**config.mk**
```make
export PLATFORM = sky130hd
export DESIGN_NAME = control_sequencer_flat
export DESIGN_NICKNAME = d
export VERILOG_FILES = /design/src/rtl/control_sequencer_if.sv /design/src/rtl/control_sequencer.sv /design/src/flat_wrapper.sv
export SDC_FILE = /design/constraint.sdc
export NUM_CORES = 1
export LEC_CHECK = 0
export CAP_MARGIN = 10
export CORE_MARGIN = 1
export CORE_UTILIZATION = 27
export CTS_CLUSTER_DIAMETER = 40
export DETAILED_ROUTE_END_ITERATION = 16
export PLACE_DENSITY = 0.86
export SLEW_MARGIN = 20
export SYNTH_ARGS = -nofsm -noshare
export SYNTH_HDL_FRONTEND = slang
export SYNTH_SLANG_ARGS = --single-unit
```
**constraint.sdc**
```tcl
create_clock -name clk -period 1.7 [get_ports clk]
set_clock_uncertainty 0.1 [all_clocks]
set_input_delay 0.255 -clock clk [delete_from_list [all_inputs] [get_ports clk]]
set_output_delay 0.255 -clock clk [all_outputs]
set_load 0.01 [all_outputs]
```
**src/rtl/control_sequencer_if.sv**
```systemverilog
// Control bundle between the hard-wired sequencer and the datapath.
// The sequencer reads IR and mem_ack, and it drives every control strobe.
interface control_sequencer_if;
    logic [31:0] IR;
    logic        mem_ack;
    logic        clear_dp;
    logic        run;
    logic        illegal_op;
    logic [4:0]  op_sel;
    logic        Gra;
    logic        Grb;
    logic        Grc;
    logic        Rin;
    logic        R_out;
    logic        BAout;
    logic        C_out;
    logic        PC_out;
    logic        MDR_out;
    logic        Zlo_out;
    logic        Zhi_out;
    logic        HI_out;
    logic        LO_out;
    logic        In_out;
    logic        MARin;
    logic        MDRin;
    logic        PCin;
    logic        IRin;
    logic        Yin;
    logic        Zlowin;
    logic        IncPC;
    logic        Read;
    logic        Write;

    modport master (
        input  IR, mem_ack,
        output clear_dp, run, illegal_op, op_sel,
        output Gra, Grb, Grc, Rin, R_out, BAout, C_out,
        output PC_out, MDR_out, Zlo_out, Zhi_out, HI_out, LO_out, In_out,
        output MARin, MDRin, PCin, IRin, Yin, Zlowin, IncPC, Read, Write
    );

    modport slave (
        output IR, mem_ack,
        input  clear_dp, run, illegal_op, op_sel,
        input  Gra, Grb, Grc, Rin, R_out, BAout, C_out,
        input  PC_out, MDR_out, Zlo_out, Zhi_out, HI_out, LO_out, In_out,
        input  MARin, MDRin, PCin, IRin, Yin, Zlowin, IncPC, Read, Write
    );
endinterface

```
**src/rtl/control_sequencer.sv**
```systemverilog
// Hard-wired Moore control unit: fetch T0-T2, decode in T3, execute T4-T7.
// Memory steps T1, T6 (ld) and T7 (st) hold until mem_ack is seen.
module control_sequencer #(
    parameter logic [4:0] OP_LD   = 5'b00000,
    parameter logic [4:0] OP_LDI  = 5'b00001,
    parameter logic [4:0] OP_ST   = 5'b00010,
    parameter logic [4:0] OP_ADD  = 5'b00011,
    parameter logic [4:0] OP_SUB  = 5'b00100,
    parameter logic [4:0] OP_AND  = 5'b00101,
    parameter logic [4:0] OP_OR   = 5'b00110,
    parameter logic [4:0] OP_ADDI = 5'b01100,
    parameter logic [4:0] OP_NOP  = 5'b11010,
    parameter logic [4:0] OP_HALT = 5'b11011
) (
    input  logic                 clk,
    input  logic                 clr,
    control_sequencer_if.master  bus
);
    typedef enum logic [3:0] {
        S_RESET, S_T0, S_T1, S_T2, S_T3,
        S_T4, S_T5, S_T6, S_T7, S_HALT
    } state_t;

    state_t     state;
    state_t     next;
    logic [4:0] opcode;
    logic       is_ld;
    logic       is_ldi;
    logic       is_st;
    logic       is_addi;
    logic       is_alu;
    logic       is_nop;
    logic       is_halt;
    logic       unused_ir;

    assign opcode    = bus.IR[31:27];
    assign unused_ir = ^bus.IR[26:0];

    assign is_ld   = (opcode == OP_LD);
    assign is_ldi  = (opcode == OP_LDI);
    assign is_st   = (opcode == OP_ST);
    assign is_addi = (opcode == OP_ADDI);
    assign is_nop  = (opcode == OP_NOP);
    assign is_halt = (opcode == OP_HALT);
    assign is_alu  = (opcode == OP_ADD) || (opcode == OP_SUB) ||
                     (opcode == OP_AND) || (opcode == OP_OR);

    assign bus.Zhi_out = 1'b0;
    assign bus.HI_out  = 1'b0;
    assign bus.LO_out  = 1'b0;
    assign bus.In_out  = 1'b0;

    always_ff @(posedge clk or negedge clr) begin
        if (!clr) state <= S_RESET;
        else      state <= next;
    end

    always_comb begin
        next           = state;
        bus.clear_dp   = 1'b0;
        bus.run        = (state != S_RESET) && (state != S_HALT);
        bus.illegal_op = 1'b0;
        bus.op_sel     = 5'b00000;
        bus.Gra        = 1'b0;
        bus.Grb        = 1'b0;
        bus.Grc        = 1'b0;
        bus.Rin        = 1'b0;
        bus.R_out      = 1'b0;
        bus.BAout      = 1'b0;
        bus.C_out      = 1'b0;
        bus.PC_out     = 1'b0;
        bus.MDR_out    = 1'b0;
        bus.Zlo_out    = 1'b0;
        bus.MARin      = 1'b0;
        bus.MDRin      = 1'b0;
        bus.PCin       = 1'b0;
        bus.IRin       = 1'b0;
        bus.Yin        = 1'b0;
        bus.Zlowin     = 1'b0;
        bus.IncPC      = 1'b0;
        bus.Read       = 1'b0;
        bus.Write      = 1'b0;
        unique case (state)
            S_RESET: begin
                bus.clear_dp = 1'b1;
                next         = S_T0;
            end
            S_T0: begin
                bus.PC_out = 1'b1;
                bus.MARin  = 1'b1;
                bus.IncPC  = 1'b1;
                bus.Zlowin = 1'b1;
                next       = S_T1;
            end
            // PC reload repeats harmlessly while the fetch read is pending
            S_T1: begin
                bus.Zlo_out = 1'b1;
                bus.PCin    = 1'b1;
                bus.Read    = 1'b1;
                bus.MDRin   = 1'b1;
                if (bus.mem_ack) next = S_T2;
            end
            S_T2: begin
                bus.MDR_out = 1'b1;
                bus.IRin    = 1'b1;
                next        = S_T3;
            end
            S_T3: begin
                unique case (1'b1)
                    is_ld, is_ldi, is_st: begin
                        bus.Grb   = 1'b1;
                        bus.BAout = 1'b1;
                        bus.R_out = 1'b1;
                        bus.Yin   = 1'b1;
                        next      = S_T4;
                    end
                    is_addi, is_alu: begin
                        bus.Grb   = 1'b1;
                        bus.R_out = 1'b1;
                        bus.Yin   = 1'b1;
                        next      = S_T4;
                    end
                    is_nop:  next = S_T0;
                    is_halt: next = S_HALT;
                    default: begin
                        bus.illegal_op = 1'b1;
                        next           = S_T0;
                    end
                endcase
            end
            S_T4: begin
                bus.Zlowin = 1'b1;
                if (is_alu) begin
                    bus.Grc    = 1'b1;
                    bus.R_out  = 1'b1;
                    bus.op_sel = opcode;
                end else begin
                    bus.C_out  = 1'b1;
                    bus.op_sel = OP_ADD;
                end
                next = S_T5;
            end
            S_T5: begin
                bus.Zlo_out = 1'b1;
                if (is_ld || is_st) begin
                    bus.MARin = 1'b1;
                    next      = S_T6;
                end else begin
                    bus.Gra = 1'b1;
                    bus.Rin = 1'b1;
                    next    = S_T0;
                end
            end
            S_T6: begin
                bus.MDRin = 1'b1;
                if (is_st) begin
                    bus.Gra   = 1'b1;
                    bus.R_out = 1'b1;
                    next      = S_T7;
                end else begin
                    bus.Read = 1'b1;
                    if (bus.mem_ack) next = S_T7;
                end
            end
            S_T7: begin
                if (is_st) begin
                    bus.Write = 1'b1;
                    if (bus.mem_ack) next = S_T0;
                end else begin
                    bus.MDR_out = 1'b1;
                    bus.Gra     = 1'b1;
                    bus.Rin     = 1'b1;
                    next        = S_T0;
                end
            end
            S_HALT:  next = S_HALT;
            default: next = S_RESET;
        endcase
    end
endmodule

```
**src/flat_wrapper.sv**
```systemverilog
// flat-port wrapper written by rule: the top's interface ports become plain ports
module control_sequencer_flat 
#(
    parameter logic [4:0] OP_LD   = 5'b00000,
    parameter logic [4:0] OP_LDI  = 5'b00001,
    parameter logic [4:0] OP_ST   = 5'b00010,
    parameter logic [4:0] OP_ADD  = 5'b00011,
    parameter logic [4:0] OP_SUB  = 5'b00100,
    parameter logic [4:0] OP_AND  = 5'b00101,
    parameter logic [4:0] OP_OR   = 5'b00110,
    parameter logic [4:0] OP_ADDI = 5'b01100,
    parameter logic [4:0] OP_NOP  = 5'b11010,
    parameter logic [4:0] OP_HALT = 5'b11011
)
  (clk, clr, bus_IR, bus_mem_ack, bus_clear_dp, bus_run, bus_illegal_op, bus_op_sel, bus_Gra, bus_Grb, bus_Grc, bus_Rin, bus_R_out, bus_BAout, bus_C_out, bus_PC_out, bus_MDR_out, bus_Zlo_out, bus_Zhi_out, bus_HI_out, bus_LO_out, bus_In_out, bus_MARin, bus_MDRin, bus_PCin, bus_IRin, bus_Yin, bus_Zlowin, bus_IncPC, bus_Read, bus_Write);
  control_sequencer_if bus_i ();
  input  logic clk;
  input  logic clr;
  input wire logic [$bits(bus_i.IR)-1:0] bus_IR;
  input wire logic [$bits(bus_i.mem_ack)-1:0] bus_mem_ack;
  output wire logic [$bits(bus_i.clear_dp)-1:0] bus_clear_dp;
  output wire logic [$bits(bus_i.run)-1:0] bus_run;
  output wire logic [$bits(bus_i.illegal_op)-1:0] bus_illegal_op;
  output wire logic [$bits(bus_i.op_sel)-1:0] bus_op_sel;
  output wire logic [$bits(bus_i.Gra)-1:0] bus_Gra;
  output wire logic [$bits(bus_i.Grb)-1:0] bus_Grb;
  output wire logic [$bits(bus_i.Grc)-1:0] bus_Grc;
  output wire logic [$bits(bus_i.Rin)-1:0] bus_Rin;
  output wire logic [$bits(bus_i.R_out)-1:0] bus_R_out;
  output wire logic [$bits(bus_i.BAout)-1:0] bus_BAout;
  output wire logic [$bits(bus_i.C_out)-1:0] bus_C_out;
  output wire logic [$bits(bus_i.PC_out)-1:0] bus_PC_out;
  output wire logic [$bits(bus_i.MDR_out)-1:0] bus_MDR_out;
  output wire logic [$bits(bus_i.Zlo_out)-1:0] bus_Zlo_out;
  output wire logic [$bits(bus_i.Zhi_out)-1:0] bus_Zhi_out;
  output wire logic [$bits(bus_i.HI_out)-1:0] bus_HI_out;
  output wire logic [$bits(bus_i.LO_out)-1:0] bus_LO_out;
  output wire logic [$bits(bus_i.In_out)-1:0] bus_In_out;
  output wire logic [$bits(bus_i.MARin)-1:0] bus_MARin;
  output wire logic [$bits(bus_i.MDRin)-1:0] bus_MDRin;
  output wire logic [$bits(bus_i.PCin)-1:0] bus_PCin;
  output wire logic [$bits(bus_i.IRin)-1:0] bus_IRin;
  output wire logic [$bits(bus_i.Yin)-1:0] bus_Yin;
  output wire logic [$bits(bus_i.Zlowin)-1:0] bus_Zlowin;
  output wire logic [$bits(bus_i.IncPC)-1:0] bus_IncPC;
  output wire logic [$bits(bus_i.Read)-1:0] bus_Read;
  output wire logic [$bits(bus_i.Write)-1:0] bus_Write;
  assign bus_i.IR = bus_IR;
  assign bus_i.mem_ack = bus_mem_ack;
  assign bus_clear_dp = bus_i.clear_dp;
  assign bus_run = bus_i.run;
  assign bus_illegal_op = bus_i.illegal_op;
  assign bus_op_sel = bus_i.op_sel;
  assign bus_Gra = bus_i.Gra;
  assign bus_Grb = bus_i.Grb;
  assign bus_Grc = bus_i.Grc;
  assign bus_Rin = bus_i.Rin;
  assign bus_R_out = bus_i.R_out;
  assign bus_BAout = bus_i.BAout;
  assign bus_C_out = bus_i.C_out;
  assign bus_PC_out = bus_i.PC_out;
  assign bus_MDR_out = bus_i.MDR_out;
  assign bus_Zlo_out = bus_i.Zlo_out;
  assign bus_Zhi_out = bus_i.Zhi_out;
  assign bus_HI_out = bus_i.HI_out;
  assign bus_LO_out = bus_i.LO_out;
  assign bus_In_out = bus_i.In_out;
  assign bus_MARin = bus_i.MARin;
  assign bus_MDRin = bus_i.MDRin;
  assign bus_PCin = bus_i.PCin;
  assign bus_IRin = bus_i.IRin;
  assign bus_Yin = bus_i.Yin;
  assign bus_Zlowin = bus_i.Zlowin;
  assign bus_IncPC = bus_i.IncPC;
  assign bus_Read = bus_i.Read;
  assign bus_Write = bus_i.Write;
  control_sequencer #(.OP_LD(OP_LD), .OP_LDI(OP_LDI), .OP_ST(OP_ST), .OP_ADD(OP_ADD), .OP_SUB(OP_SUB), .OP_AND(OP_AND), .OP_OR(OP_OR), .OP_ADDI(OP_ADDI), .OP_NOP(OP_NOP), .OP_HALT(OP_HALT)) u_core (.clk(clk), .clr(clr), .bus(bus_i));
endmodule
```
==> flow_summary.yaml <==
sta:
  period_share_pct: 117
  fin_crit_ns: 1.99
  setup_slack_ns: -0.288
  hold_ws_ns: 0.113
  fin_tns_setup_ns: -2.66
  slew_violations: 0
  fmaxAchievable_mhz: 503
  rsz0062_at_grt: "true"
  setup_viol: 21
  final-hold-violation-count: 0
final_layout:
  max_flop_register: "u_core.state"
  area_growth_pct: 122
  antenna_cells: 0
  design_area_sq_um: 1550
  fin_nets: 218
  layout.cells.non_filler: 211
  largest_reg_flops: 4
  drive_gt1_share_pct: 67.4
  post-route-util_pct: 63.2
  top_regs: "u_core.state x4"
clock_network:
  cts_root_buf: "clkbuf_4"
  cts.sinks: 4
  clk_path_buf_depth: 2
  cts_tree: "yes"
  hold_buffers: 0
  cts_inserted_buffers: 3
  htreeDepth: 1
  clk_latency_ns: 0.24
  clk_pin_slew_ns: 0.04
route:
  viasPerCell: 5.25
  wl_per_cell_um: 15.6
  ant_nets: 0
  drtIter0Drc: 41
  drt-total-wl_mm: 3.29
  routedLengthMet1_mm: 1.21
  met3_length_um: 259
  drc: 0
  first_pass_iters: 4
  top_layer_used: "met4"
  routed-via-count: 1108
  routed-wl-met2_mm: 1.75
global_route:
  grt_pass1_vias: 991
  grt_start_max_net_pins: 17
  grt_overflow: 0
  antenna_found_initial: 0
  grtUsageTotal_pct: 20.9
  grt_pass1_wl_mm: 4.31
power_and_ir_drop:
  internal_power_mw: 1.38
  irDropWorstVdd_mv: 1.23
  p_seq_share_pct: 7.3
  pwr-share-clk_pct: 4.7
  combinationalPowerShare_pct: 88.0
  leakage_nw: 0.769
  power_density_nw_per_um2: 1650
  p_sw_mw: 1.17
  switching_share_pct: 45.9
  power_mw: 2.55
status:
  outcome: "finished, violations left"
  violations: "negative setup slack"
synthesis:
  ys_async_sr_fraction_pct: 100
  synth_fa_ha_area_share_pct: 0
  synth_cell_types: 36
  synth_common_cells: "a21oi_1 (13), nor2_1 (10), buf_4 (9), nand2_1 (8), nor3_1 (8)"
  ys_ff_latch: 4
  synth_top_family_by_area: "simple AND/OR/NAND/NOR gates"
  syn_avg_cell_area_sq_um: 6.52
  yosysMostFrequentCell: "a21oi_1"
  syn_inst: 107
  yosys.area_share.xor_xnor_pct: 1.25
  synth_edf_count: 0
  syn-cell-area_sq_um: 698
  ys.warnings.count: 0
  synth_area_leaders: "dfrtp_1 (14%), buf_4 (9.7%), a21oi_1 (9.3%)"
  synth_top_area_cell: "dfrtp_1"
  synth-seq-area-share_pct: 14.3
  synth-simple-area-share_pct: 43.7
  synthMuxAreaShare_pct: 0
  synth-compound-area-share_pct: 22.0
  ys.flop_type: "dfrtp_1"
  synth_top_area_share_pct: 14.3
critical_path:
  crit_fanout: 4
  worstPathRequired_ns: 1.34
  reg2regPathDepth: 8
  r2r_setup_slack_ns: 0
  cp.arrival_ns: 1.63
  rr_startpoint: "u_core.state[0]"
  crit_path_end_kind: "output port"
  startpoint_type: "flop"
  critPathKind: "reg -> out"
  timing.rr.end: "u_core.state[3]"
run:
  drv_cap: 0
place:
  io_buffers: 32
  dp_slack_ns: -0.945
  place_hpwl_mm: 1.75
  placed_area_sq_um: 1190
  numPlacedInstances: 186
  finalWeightedCongestion: 0.878
floorplan:
  io_pins: 66
  dieArea_sq_um: 2790
  start_util_pct: 28.4
  die_h_um: 52.9
  die_w_um: 52.9
  core.rowCount: 18
  core_sq_um: 2450
hold_path:
  hold_path_class: "in -> async"
-- repair_timing --
item                                    in CTS  in global routing
gates resized for setup                    162                 29
setup buffers                               13                 12
pin swaps                                   15                  7
endpoints found under the setup margin      27                 26
-- metal layers --
layer / global-route usage (%) / up-vias
li1: - / 515
met1: 22.1 / 521
met2: 39.7 / 63
met3: 5.17 / 9
met4: 6.58 / 0
met5: 0 / -
-- logic make-up (layout without fill, tap and decap cells) --
logic type,after synthesis,after routing
compound gates,26,26
xor+xnor,1,1
buf+inv,22,91
flops,4,4
other cells,1,6
simple gates,53,53
-- power groups by stage --
| stage | clock network [mW] | logic, mW | registers (mW) |
|---|---|---|---|
| after floorplan | 0 | 0.740 | 0.168 |
| after global placement | 0 | 1.39 | 0.174 |
| after detailed placement | 0 | 1.43 | 0.179 |
| after CTS | 0.125 | 1.71 | 0.186 |
| after global routing | 0.139 | 2.38 | 0.192 |
| final | 0.121 | 2.25 | 0.187 |
-- cells in the final DEF, fill, tap and decap left out, types with 3 or more instances in the layout --
cell type | netlist | routed
nor2_4 | 0 | 3
conb_1 | 1 | 6
nor3_1 | 8 | 3
a21oi_2 | 0 | 6
buf_2 | 2 | 23
a21oi_1 | 13 | 7
buf_6 | 1 | 21
nor2_1 | 10 | 5
dfrtp_1 | 4 | 4
clkbuf_4 | 0 | 3
nor3_2 | 0 | 3
inv_1 | 6 | 6
a31oi_1 | 4 | 3
nand2_1 | 8 | 4
nand2_4 | 1 | 3
buf_4 | 9 | 32
-- critical path: stages, from the launching register on --
cell,delay (ns)
dfrtp_1,0.40
or4b_4,0.60
nor2_4,0.11
o21ai_2,0.08
nand3b_1,0.08
buf_2,0.12
-- cell type report --
class | instances | area (sq um)
Fill cell | 195 | 903
Timing Repair Buffer | 82 | 657
Tap cell | 30 | 37.5
Clock buffer | 3 | 22.5
Inverter | 6 | 22.5
Sequential cell | 4 | 100
Multi-Input combinational cell | 86 | 712
-- worst max path at each step --
| stage | to | depth (start not counted) | slack (ns) | startpoint |
|---|---|---|---|---|
| 3_3_place_gp | bus_Gra | 6 | -0.84 | bus_IR[29] |
| 5_1_grt | bus_R_out | 5 | -0.35 | u_core.state[0] |
| 3_5_place_dp | bus_Gra | 6 | -0.94 | bus_IR[30] |
| 6_report | bus_R_out | 5 | -0.29 | u_core.state[0] |
| 4_1_cts | bus_R_out | 5 | -0.29 | u_core.state[3] |
| 2_1_floorplan | bus_Yin | 6 | -0.06 | u_core.state[0] |
Note: power is estimated with default switching activity, not from simulation.
